### src/rtl/trg_src_gen.sv
// trg_src_gen: trigger-source front end producing coincidence, external and cycled triggers
// Ports:
//   clk_in, rst_in          50 MHz clock, synchronous active-high reset
//   src_enb_in[2:0]         enables: [0] coincidence, [1] external, [2] cycled
//   hit_in, coincid_mask_in sub-detector hit flags and participation mask
//   coincid_mode_in         0 = OR of masked channels, 1 = AND of masked channels
//   ext_trg_in              asynchronous external trigger
//   cycled_period_in        cycled trigger period in us, 0 stops the generator
//   coincid_trg_out         registered coincidence level
//   ext_trg_syn_out         one-clock pulse per accepted external trigger
//   cycled_trg_out          one-clock pulse per period
module trg_src_gen #(
  parameter int NUM_HIT       = 8,
  parameter int COINC_WIN     = 10,
  parameter int EXT_MIN_WIDTH = 4,
  parameter int CLK_PER_US    = 50
) (
  input  logic               clk_in,
  input  logic               rst_in,
  input  logic [2:0]         src_enb_in,
  input  logic [NUM_HIT-1:0] hit_in,
  input  logic [NUM_HIT-1:0] coincid_mask_in,
  input  logic               coincid_mode_in,
  input  logic               ext_trg_in,
  input  logic [15:0]        cycled_period_in,
  output logic               coincid_trg_out,
  output logic               ext_trg_syn_out,
  output logic               cycled_trg_out
);
  localparam int CW = $clog2(COINC_WIN + 1);
  localparam int EW = $clog2(EXT_MIN_WIDTH + 1);
  localparam int PW = $clog2(CLK_PER_US + 1);
  typedef enum logic [1:0] {EXT_IDLE, EXT_CHECK, EXT_WAIT_LOW} ext_st_t;
  logic [NUM_HIT-1:0] hit_dly_q, hit_dly_d, stretched;
  logic [CW-1:0]      str_q [NUM_HIT];
  logic [CW-1:0]      str_d [NUM_HIT];
  logic               coincid_q, coincid_d, cond;
  logic               sync1_q, sync1_d, sync2_q, sync2_d, ext_s;
  ext_st_t            ext_st_q, ext_st_d;
  logic [EW-1:0]      ext_cnt_q, ext_cnt_d;
  logic               ext_pulse_q, ext_pulse_d;
  logic [PW-1:0]      pre_q, pre_d;
  logic [15:0]        per_cnt_q, per_cnt_d;
  logic               cyc_pulse_q, cyc_pulse_d, cyc_en, us_tick, fire;
  always_comb begin
    hit_dly_d = hit_in;
    for (int i = 0; i < NUM_HIT; i++) begin
      stretched[i] = str_q[i] != '0;
      str_d[i] = !src_enb_in[0]               ? '0 :
                 (hit_in[i] & ~hit_dly_q[i])  ? CW'(COINC_WIN) :
                 stretched[i]                 ? str_q[i] - CW'(1) : str_q[i];
    end
    // AND mode treats unmasked channels as satisfied; an empty mask never fires
    cond = (coincid_mask_in == '0) ? 1'b0 :
           coincid_mode_in         ? ((stretched | ~coincid_mask_in) == '1) :
                                     |(stretched & coincid_mask_in);
    coincid_d = cond & src_enb_in[0];
  end
  always_comb begin
    sync1_d     = ext_trg_in;
    sync2_d     = sync1_q;
    ext_s       = sync2_q;
    ext_st_d    = ext_st_q;
    ext_cnt_d   = ext_cnt_q;
    ext_pulse_d = 1'b0;
    if (!src_enb_in[1]) begin
      ext_st_d  = EXT_IDLE;
      ext_cnt_d = '0;
    end else begin
      unique case (ext_st_q)
        EXT_IDLE: if (ext_s) begin
          ext_st_d  = EXT_CHECK;
          ext_cnt_d = EW'(1);
        end
        EXT_CHECK: if (!ext_s) ext_st_d = EXT_IDLE;
          else if (ext_cnt_q == EW'(EXT_MIN_WIDTH - 1)) begin
            ext_pulse_d = 1'b1;
            ext_st_d    = EXT_WAIT_LOW;
          end else ext_cnt_d = ext_cnt_q + EW'(1);
        EXT_WAIT_LOW: if (!ext_s) ext_st_d = EXT_IDLE;
        default: ext_st_d = EXT_IDLE;
      endcase
    end
  end
  always_comb begin
    cyc_en      = src_enb_in[2] && (cycled_period_in != '0);
    us_tick     = pre_q == PW'(CLK_PER_US - 1);
    pre_d       = (!cyc_en || us_tick) ? '0 : pre_q + PW'(1);
    // >= so that a period lowered below the running count fires on the next tick
    fire        = cyc_en && us_tick && (({1'b0, per_cnt_q} + 17'd1) >= {1'b0, cycled_period_in});
    per_cnt_d   = (!cyc_en || fire) ? '0 : us_tick ? per_cnt_q + 16'd1 : per_cnt_q;
    cyc_pulse_d = fire;
  end
  always_ff @(posedge clk_in) begin
    if (rst_in) begin
      hit_dly_q   <= '0;
      for (int i = 0; i < NUM_HIT; i++) str_q[i] <= '0;
      coincid_q   <= 1'b0;
      sync1_q     <= 1'b0;
      sync2_q     <= 1'b0;
      ext_st_q    <= EXT_IDLE;
      ext_cnt_q   <= '0;
      ext_pulse_q <= 1'b0;
      pre_q       <= '0;
      per_cnt_q   <= '0;
      cyc_pulse_q <= 1'b0;
    end else begin
      hit_dly_q   <= hit_dly_d;
      for (int i = 0; i < NUM_HIT; i++) str_q[i] <= str_d[i];
      coincid_q   <= coincid_d;
      sync1_q     <= sync1_d;
      sync2_q     <= sync2_d;
      ext_st_q    <= ext_st_d;
      ext_cnt_q   <= ext_cnt_d;
      ext_pulse_q <= ext_pulse_d;
      pre_q       <= pre_d;
      per_cnt_q   <= per_cnt_d;
      cyc_pulse_q <= cyc_pulse_d;
    end
  end
  assign coincid_trg_out = coincid_q;
  assign ext_trg_syn_out = ext_pulse_q;
  assign cycled_trg_out  = cyc_pulse_q;
endmodule

### config.mk
export PLATFORM = sky130hd
export DESIGN_NAME = trg_src_gen
export DESIGN_NICKNAME = d
export VERILOG_FILES = /design/src/rtl/trg_src_gen.sv
export SDC_FILE = /design/constraint.sdc
export NUM_CORES = 1
export LEC_CHECK = 0
export BUFFER_PORTS_ARGS = -buffer_cell sky130_fd_sc_hd__buf_2
export CAP_MARGIN = 20
export CORE_ASPECT_RATIO = 2
export CORE_MARGIN = 2
export CORE_UTILIZATION = 45
export CTS_BUF_LIST = sky130_fd_sc_hd__clkbuf_2
export CTS_CLUSTER_DIAMETER = 30
export DETAILED_ROUTE_END_ITERATION = 16
export SETUP_SLACK_MARGIN = 0.3
export SLEW_MARGIN = 20
export SYNTH_ARGS = -nofsm -noshare
export SYNTH_HDL_FRONTEND = slang
export SYNTH_SLANG_ARGS = --single-unit
### constraint.sdc
create_clock -name clk_in -period 4.9 [get_ports clk_in]
set_input_delay 0.245 -clock clk_in [delete_from_list [all_inputs] [get_ports clk_in]]
set_output_delay 0.245 -clock clk_in [all_outputs]
set_load 0.05 [all_outputs]
==> reports/results.ini, run 1 <==
[status]
status = completed

[min_path]
holdPathStages = 2
min_path_type = in -> reg

[grt]
use_met1_pct = 20.0
antenna_found_initial = 0
busiest_layer = met2
grt_pass1_wl_mm = 14.6
grt_overflow = 0
grt_pass1_vias = 3378
grt_usage_pct = 20.7
use_met3_pct = 3.80
grt_util_met2_pct = 39.2
grt_max_degree = 23

[synthesis]
yosysMostFrequentCell = dfxtp_1
synth_nets = 505
ys_dominant_reg_cell = dfxtp_1
syn_area_sq_um = 3750
yosys-top-cells-area = dfxtp_1 38%, ha_1 7.0%, a21oi_1 4.9%
synth_compound_gate_area_share_pct = 17.5
synth-xor-area-share_pct = 4.43
async_flop_share_pct = 0
muxShareOfSynthArea_pct = 0.567
ys_ff_latch = 72
synth-edff-count = 0
ys_seq_area_share_pct = 38.4
synth_adder_area_share_pct = 7.00
yosysUniqueCellTypes = 57
synth_warnings = 0
synth_top_area_share_pct = 38.4
synth-simple-area-share_pct = 27.7
synthTopCellsByCount = 72 x dfxtp_1, 37 x a21oi_1, 37 x nand2_1
synth_top_family_by_area = simple AND/OR/NAND/NOR gates
synth_top_area_cell = dfxtp_1
syn_inst = 445
synth_area_per_cell_sq_um = 8.43

[placed_design]
gp_congestion = 0.853
post-place-ws_ns = 1.43
place_area_sq_um = 4020
dp_hpwl_mm = 6.58
io_buffer_count = 41

[worst_setup_path]
critPathTopFamily = simple AND/OR/NAND/NOR gates
path_buf_inv = 1
slowest_stage = dfxtp_1
end_kind = register
critPathRequiredTime_ns = 5.36
critPathMaxFanout = 21
worst-path-stages = 13
slowest_delay_ns = 0.49
startpoint_type = register
crit_chain = ha_1 -> nand3_1 -> nor2_2 -> nand2_1 -> xnor2_1 -> ha_1 -> a21oi_1 -> o21ai_1 -> a2111oi_4 -> nor4_2 -> buf_4 -> nor2_2 -> a41o_1
setup.worst_path.class = reg -> reg
arrival_ns = 4.04
r2r_cells = 13

[routing]
finalWirelength_mm = 8.57
via_per_inst = 5.64
firstDrtPassIters = 4
drt_iter0_markers = 127
drc = 0
final_antenna_net_count = 0
vias = 3370
wl_per_cell_microns = 14.4

[clocking]
cts.clk_slew.worst_paths_ns = 0.23
post_cts_resized = 0
h-tree-depth = 3
clockRootBuffer = clkbuf_2
cts_setup_buffers = 0
clk_path_buf_depth = 2
clock_latency_ns = 0.53
tritoncts = yes
cts.sinks = 72
cts_buffers = 9

[pwr]
leakage_nw = 1.79
vdd_ir_drop_max_v = 0.000219
power_mw = 1.08
p_per_area_nw_per_um2 = 254

[floorplanning]
core.rowCount = 47
io_pins = 42
die-area_sq_um = 9130
start_util_pct = 45.9
core_sq_um = 8170
die_y_microns = 133
die-width_microns = 68.6

[sta]
relSlewSlack_pct = 46.7
worst_slack_ns = 1.33
slew_viol_final = 0
hold_violations = 0
period_minus_slack_ns = 3.57
tightest_slew_ns = 0.800
max_clock_freq_ghz = 0.280
rsz0062_at_grt = false
fin_crit_sh_pct = 72.9
skew_ns = 0.0282
tns_ns = 0
setup_violations = 0

[final_layout]
drive_gt1_share_pct = 14.6
area_delta_synth_final_pct = 13.6
fin_nets = 554
antenna_cells = 0
finish.utilization_pct = 52.1
stdcell_area_sq_um = 4260

[flow_run]
max_cap_violations = 0

path summary, 6_finish.rpt:
path / start / to / slack (ns)
min reg2reg: sync1_q$_SDFF_PP0_ / ext_s$_SDFF_PP0_ / 0.46
max reg2reg: per_cnt_q[0]$_SDFFE_PP0P_ / per_cnt_q[3]$_SDFFE_PP0P_ / 1.33
max: per_cnt_q[0]$_SDFFE_PP0P_ / per_cnt_q[3]$_SDFFE_PP0P_ / 1.33
min: rst_in / hit_dly_q[0]$_SDFF_PP0_ / 0.07
worst reg2reg max path, stage by stage (launching register included):
cell and delay (ns):
dfxtp_1 0.49, ha_1 0.29, nand3_1 0.21, nor2_2 0.24, nand2_1 0.14, xnor2_1 0.26, ha_1 0.31, a21oi_1 0.14
o21ai_1 0.14, a2111oi_4 0.34, nor4_2 0.06, buf_4 0.22, nor2_2 0.44, a41o_1 0.24
per-stage QoR:
step	std cells	hold WS (ns)
finish	597	0.0740
global route	597	0.0363
CTS	597	0.0304
detailed placement	570	0.430
global placement	570	0.419
floorplan	445	0.334
sequential cells by signal (all words and copies together) (netlist names):
register         flops
sync1_q              1
str_q               32
ext_cnt_q            3
coincid_trg_out      1
cycled_trg_out       1
per_cnt_q           16
ext_trg_syn_out      1
ext_st_q             2
pre_q                6
hit_dly_q            8
ext_s                1
what timing repair did:
item / CTS / global route
hold buffers: 11 / 0
setup endpoints to repair: 0 / 0
endpoints found under the hold margin: 29 / 0
placed cells by master (no fill, tap or decap), types with 3 or more instances in the layout:
master,n
dfxtp_1,72
buf_2,41
nand2_1,37
a21oi_1,37
nor2_1,31
nand3_1,26
inv_1,24
ha_1,21
o21ai_0,18
or3_1,16
nand2b_1,14
xnor2_1,13
nor2b_1,13
nor3_1,11
dlygate4sd3_1,11
nor4_1,10
o31ai_1,10
clkbuf_2,9
nand3b_1,8
a41o_1,7
nand4_1,6
xor2_1,6
a31oi_1,5
or2_1,3
or2_2,3
report_power, final:
part           switching [mW]  leakage (nW)  internal [mW]
Combinational          0.0593          1.13         0.0476
Clock                   0.235        0.0769          0.130
Sequential             0.0107         0.586          0.602
Total                   0.305          1.79          0.779
layer usage:
metal	wire [microns]	share of wire [%]
met3	312	3.6
met5	0	0
met2	4800	56
met1	3180	37
met4	284	3.3
layout make-up:
cell class              count  area, sq um
fillers                   821         3910
multi-input cells         333         2150
repair buffers             54          330
flip-flops and latches     72         1440
clock inverters             7         86.3
well taps                  98          123
inverters                  24         90.1
clock buffers               9         45.0
cell families (layout without fill, tap and decap cells):
| logic type | count (synthesis) | count (layout) |
|---|---|---|
| adders and majority gates | 21 | 21 |
| DFF | 72 | 72 |
| and+or+nand+nor | 192 | 192 |
| xor gates and xnor gates | 19 | 19 |
| muxes | 2 | 2 |
| buffers and inverters | 40 | 94 |
| AOI/OAI and AO/OA | 99 | 99 |
No activity file was read; power rests on OpenSTA's default activity.
==> inputs of run 2 (changes only) <==
- PLACE_DENSITY: default -> 0.66
- clock period: 4.9 -> 3 ns (I/O delays scaled with it)
==> reports/results.ini, run 2 (synthesis gave the netlist of run 1 again) <==
[final_layout]
area_delta_synth_final_pct = 33.8
reg_top3 = str_q x32, per_cnt_q x16, hit_dly_q x8
ff_latch_area_sq_um = 1470  ; +2.2%
regMostFlops = str_q
largest_reg_flops = 32  ; unchanged
final_common_cell = dfxtp_1
stdcell_area_sq_um = 5020  ; +18%
drive_gt1_share_pct = 28.1  ; +14 points
antenna_cells = 0  ; unchanged
finish.utilization_pct = 61.4  ; +9.3 points
final_cell_mix = 59 x dfxtp_1, 41 x buf_4, 41 x buf_2, 37 x nand2_1, 33 x a21oi_1
final_cells = 656  ; +9.9%
fillers = 715  ; -13%
multiInputGateArea_sq_um = 2400  ; +12%
fin_nets = 613  ; +11%

[worst_setup_path]
r2r-end = per_cnt_q[0]$_SDFFE_PP0P_
arrival_ns = 3.35  ; -0.69 ns
crit_chain = nand4_1 -> buf_4 -> nor4_4 -> and3_4 -> xor2_2 -> ha_1 -> nor2b_4 -> a311oi_4 -> nand3b_1 -> buf_6 -> or3_1 -> a21oi_2
startpoint = per_cnt_q[0]$_SDFFE_PP0P_
slowest_delay_ns = 0.41  ; -0.08 ns
end_kind = register
critPathRequiredTime_ns = 3.45  ; -1.91 ns
r2r_cells = 12  ; -1
startpoint_type = register
rr_startpoint = per_cnt_q[0]$_SDFFE_PP0P_
path_buf_inv = 2  ; +1
setup.worst_path.class = reg -> reg
slowest_stage = dfxtp_4
reg2reg_slack_ns = 0.1  ; -1.23 ns
critPathMaxFanout = 6  ; -71%
worst-path-stages = 12  ; -1
critPathTopFamily = simple AND/OR/NAND/NOR gates

[floorplanning]
core_sq_um = 8170  ; unchanged
die-width_microns = 68.6  ; unchanged
core.rowCount = 47  ; unchanged
start_util_pct = 45.9  ; unchanged
io_pins = 42  ; unchanged
die-area_sq_um = 9130  ; unchanged
die_y_microns = 133  ; unchanged

[routing]
final_antenna_net_count = 0  ; unchanged
via_per_inst = 5.63  ; -0.30%
finalWirelength_mm = 9.94  ; +16%
drt_iter0_markers = 169  ; +33%
drc = 0  ; unchanged
wl_per_cell_microns = 15.2  ; +5.6%
vias = 3692  ; +9.6%
firstDrtPassIters = 5  ; +1

[sta]
tightest_slew_ns = 0.799  ; -0.000796 ns
skew_ns = 0.0235  ; -0.00468 ns
hold_violations = 0  ; unchanged
max_clock_freq_ghz = 0.344  ; +23%
slew_viol_final = 0  ; unchanged
setup_violations = 0  ; unchanged
relSlewSlack_pct = 46.6  ; -0.11 points
rsz0062_at_grt = true
period_minus_slack_ns = 2.90  ; -0.669 ns
fin_crit_sh_pct = 96.8  ; +24 points

[pwr]
vdd_ir_drop_max_v = 0.000474  ; +120%
p_per_area_nw_per_um2 = 348  ; +37%
leakage_nw = 2.18  ; +22%

[clocking]
cts_buffers = 9  ; unchanged
cts.sinks = 72  ; unchanged
clk_path_buf_depth = 2  ; unchanged
clockRootBuffer = clkbuf_2
tritoncts = yes
cts.clk_slew.worst_paths_ns = 0.20  ; -0.03 ns
clock_latency_ns = 0.52  ; about the same
h-tree-depth = 3  ; unchanged

[grt]
grt_overflow = 0  ; unchanged
grt_max_degree = 22  ; -4.3%
antenna_found_initial = 0  ; unchanged
grt_usage_pct = 22.9  ; +2.2 points
grt_pass1_vias = 3643  ; +7.8%
grt_pass1_wl_mm = 15.8  ; +8.2%

[placed_design]
dp_hpwl_mm = 6.98  ; +5.9%
place_area_sq_um = 4210  ; +4.8%
dp.cells = 589  ; +3.3%
gp_congestion = 0.901  ; +5.6%
io_buffer_count = 41  ; unchanged

[status]
status = completed

[min_path]
min_to = str_q[1][6]$_SDFFE_PP0P_
worstHoldStart = src_enb_in[0]
holdPathStages = 4  ; +2
min_path_type = in -> reg

[flow_run]
max_cap_violations = 0  ; unchanged

run 2: stage by stage:
step / setup TNS, ns / hold WS, ns / worst slack (ns) / power, mW
after detailed placement: -0.113 / 0.352 / -0.0226 / 1.19
after global placement: 0 / 0.350 / 0.0894 / 1.18
after global routing: -0.0733 / 0.149 / -0.0258 / 1.83
final: 0 / 0.157 / 0.0960 / 1.75
after CTS: 0 / 0.137 / 0.186 / 1.76
after floorplan: 0 / 0.239 / 0.303 / 1.12
run 2: how the worst max path moves through the flow:
stage / to / slack [ns]
CTS: per_cnt_q[8]$_SDFFE_PP0P_ / 0.19
global placement: per_cnt_q[1]$_SDFFE_PP0P_ / 0.09
finish: per_cnt_q[0]$_SDFFE_PP0P_ / 0.1
detailed placement: per_cnt_q[8]$_SDFFE_PP0P_ / -0.02
floorplan: per_cnt_q[13]$_SDFFE_PP0P_ / 0.30
global route: per_cnt_q[15]$_SDFFE_PP0P_ / -0.03
run 2: routing by layer:
layer | part of all wire, % | vias up | track usage [%] | routed length, microns
li1 | - | 1823 | - | -
met1 | 35 | 1718 | 20.7 | 3500
met2 | 56 | 110 | 42.9 | 5620
met3 | 3.2 | 41 | 4.81 | 323
met4 | 5.0 | 0 | 13.4 | 497
met5 | 0 | - | 0 | 0
run 2: final cells by class:
class                   count  area share [%]
clock buffers               9           0.897
clock inverters             7            1.40
inverters                  24            1.79
multi-input cells         334            47.7
flip-flops and latches     72            29.3
well taps                  98            2.44
repair buffers            112            16.4
run 2: worst reg2reg max path, stage by stage, from the launching register on:
cell      delay [ns]
dfxtp_4         0.41
nand4_1         0.16
buf_4           0.19
nor4_4          0.15
and3_4          0.25
xor2_2          0.17
ha_1            0.27
nor2b_4         0.14
a311oi_4        0.31
nand3b_1        0.16
buf_6           0.17
or3_1           0.33
a21oi_2         0.13
run 2: where the power goes:
group | total (mW) | internal, mW | switching, mW
sequential | 0.995 | 0.977 | 0.0181
clock | 0.550 | 0.192 | 0.358
combinational | 0.200 | 0.0953 | 0.105
run 2: repair_timing:
action,CTS,global route
hold buffers,22,0
setup endpoints to repair,17,17
cloned,3,0
hold endpoints to repair,47,0
pin swaps,24,19
resized for setup,36,26
buffers inserted,21,5
==> inputs of run 3 (changes only) <==
- CORE_ASPECT_RATIO: 2 -> 0.6
- MAX_ROUTING_LAYER: default -> met4
==> reports/results.ini, run 3 (synthesis gave the netlist of run 1 again) <==
[final_layout]
drive_gt1_share_pct = 27.9  ; -0.24 points
final_cell_mix = 59 x dfxtp_1, 41 x buf_2, 36 x nand2_1, 34 x buf_4, 33 x a21oi_1
reg_top3 = str_q x32, per_cnt_q x16, hit_dly_q x8
finish.utilization_pct = 62.5  ; +1.1 points
antenna_cells = 0  ; unchanged
regMostFlops = str_q
area_delta_synth_final_pct = 32.8
fillers = 675  ; -5.6%
fin_nets = 607  ; -0.98%
final_common_cell = dfxtp_1
largest_reg_flops = 32  ; unchanged

[placed_design]
dp_hpwl_mm = 6.69  ; -4.1%
io_buffer_count = 41  ; unchanged
gp_congestion = 0.931  ; +3.4%

[worst_setup_path]
startpoint_type = register
arrival_ns = 3.34  ; about the same
r2r-end = per_cnt_q[0]$_SDFFE_PP0P_
critPathRequiredTime_ns = 3.42  ; -0.03 ns
slowest_delay_ns = 0.40  ; about the same
path_buf_inv = 2  ; unchanged
rr_startpoint = per_cnt_q[6]$_SDFFE_PP0P_
end_kind = register
critPathMaxFanout = 5  ; -1
setup.worst_path.class = reg -> reg
r2r_cells = 12  ; unchanged
reg2reg_slack_ns = 0.09  ; about the same
crit_chain = nand4_1 -> buf_4 -> nor4_4 -> and3_4 -> xor2_1 -> ha_1 -> nor2b_4 -> a311oi_2 -> nand3b_1 -> buf_6 -> or3_4 -> a21oi_2
slowest_stage = dfxtp_2
critPathTopFamily = simple AND/OR/NAND/NOR gates

[min_path]
min_path_type = in -> reg
min_to = str_q[1][2]$_SDFFE_PP0P_
worstHoldStart = src_enb_in[0]
holdPathStages = 4  ; unchanged

[routing]
vias = 3687  ; -0.14%
via_per_inst = 5.59  ; -0.74%
drc = 0  ; unchanged
finalWirelength_mm = 9.91  ; -0.30%
wl_per_cell_microns = 15.0  ; -0.91%
final_antenna_net_count = 0  ; unchanged
drt_iter0_markers = 278  ; +64%
firstDrtPassIters = 5  ; unchanged

[floorplanning]
die_y_microns = 74.7  ; -44%
die-area_sq_um = 9110  ; -0.22%
start_util_pct = 47.0  ; +1.1 points
core.rowCount = 25  ; -47%
io_pins = 42  ; unchanged
core_sq_um = 7980  ; -2.4%
die-width_microns = 122  ; +78%

[status]
status = completed

[pwr]
switchingPower_mw = 0.462  ; -3.9%
clkPwrFrac_pct = 30.8  ; -0.7 points
p_per_area_nw_per_um2 = 346  ; -0.53%
p_comb_share_pct = 11.3  ; -0.2 points
power_mw = 1.72  ; -1.3%
vdd_ir_drop_max_v = 0.000221  ; -53%
leakage_nw = 2.16  ; -0.91%
p_int_mw = 1.26  ; -0.27%
p_sw_share_pct = 26.8  ; -0.74 points
power_frac_seq_pct = 57.8  ; +0.8 points

[sta]
setup_violations = 0  ; unchanged
hold_violations = 0  ; unchanged
tightest_slew_ns = 0.736  ; -0.0631 ns
skew_ns = 0.0158  ; -0.00766 ns
rsz0062_at_grt = true
max_clock_freq_ghz = 0.343  ; -0.36%
period_minus_slack_ns = 2.91  ; +0.0106 ns
slew_viol_final = 0  ; unchanged
fin_crit_sh_pct = 97.2  ; +0.35 points
tns_ns = 0  ; unchanged
relSlewSlack_pct = 50.8  ; +4.3 points
holdWs_ns = 0.198  ; +0.0410 ns

[clocking]
clockRootBuffer = clkbuf_2
clk_path_buf_depth = 2  ; unchanged
tritoncts = yes
h-tree-depth = 3  ; unchanged
cts.clk_slew.worst_paths_ns = 0.20  ; about the same
cts.sinks = 72  ; unchanged
cts_buffers = 9  ; unchanged
clock_latency_ns = 0.50  ; -0.02 ns

[grt]
grt_pass1_wl_mm = 15.8  ; +0.22%
grt_usage_pct = 22.9  ; +0.023 points
grt_pass1_vias = 3307  ; -9.2%
grt_overflow = 0  ; unchanged
antenna_found_initial = 0  ; unchanged
grt_max_degree = 21  ; -4.5%

[flow_run]
max_cap_violations = 0  ; unchanged

-- run 3: power by group through the flow --
stage	registers [mW]	clock network, mW	logic [mW]
floorplan	1.02	0	0.103
global placement	1.02	0	0.164
detailed placement	1.02	0	0.167
CTS	0.997	0.545	0.191
global route	1.00	0.581	0.220
finish	0.997	0.531	0.195
-- run 3: tightest hold or removal path, cell delays in order --
cell and delay, ns:
buf_2 0.11, nor2b_1 0.25, nand2_1 0.13, a21oi_1 0.04
-- run 3: worst max-delay path by stage --
stage                                          from                          to  slack (ns)  cells after the start
after floorplan           per_cnt_q[5]$_SDFFE_PP0P_  per_cnt_q[13]$_SDFFE_PP0P_        0.30                     14
after global placement    per_cnt_q[0]$_SDFFE_PP0P_   per_cnt_q[1]$_SDFFE_PP0P_        0.13                     13
after detailed placement  per_cnt_q[0]$_SDFFE_PP0P_   per_cnt_q[1]$_SDFFE_PP0P_        0.03                     13
after CTS                 per_cnt_q[7]$_SDFFE_PP0P_  per_cnt_q[11]$_SDFFE_PP0P_        0.24                     12
after global routing      per_cnt_q[5]$_SDFFE_PP0P_   per_cnt_q[1]$_SDFFE_PP0P_       -0.06                     12
final                     per_cnt_q[6]$_SDFFE_PP0P_   per_cnt_q[0]$_SDFFE_PP0P_        0.09                     12
-- run 3: routing by layer --
metal | share of wire, % | track usage [%] | routed length, microns | up-vias
li1 | - | - | - | 1809
met5 | 0 | - | 0 | -
met1 | 50 | 31.7 | 4930 | 1752
met3 | 5.5 | 4.32 | 550 | 14
met2 | 44 | 34.9 | 4350 | 112
met4 | 0.80 | 5.36 | 79 | 0
-- run 3: through the flow --
step / cells / setup WS [ns] / area (sq um)
floorplan: 445 / 0.303 / 3810
global placement: 598 / 0.129 / 4220
detailed placement: 598 / 0.0286 / 4220
CTS: 653 / 0.237 / 4830
global route: 660 / -0.0551 / 4980
finish: 660 / 0.0854 / 4980
-- run 3: final cells by class --
| cell class | count | area, sq um | area share, % |
|---|---|---|---|
| Multi-Input combinational cell | 334 | 2380 | 47.7 |
| Sequential cell | 72 | 1470 | 29.5 |
| Timing Repair Buffer | 106 | 802 | 16.1 |
| Tap cell | 108 | 135 | 2.71 |
| Inverter | 24 | 90.1 | 1.81 |
| Clock inverter | 6 | 60.1 | 1.21 |
| Clock buffer | 10 | 50.0 | 1.00 |
-- run 3: repair_timing --
action	CTS	global route
buffers inserted	16	7
endpoints found under the setup margin	17	17
gates resized for setup	42	16
gates cloned	3	0
hold endpoints to repair	43	0
hold buffers	20	0
pin swaps	39	7
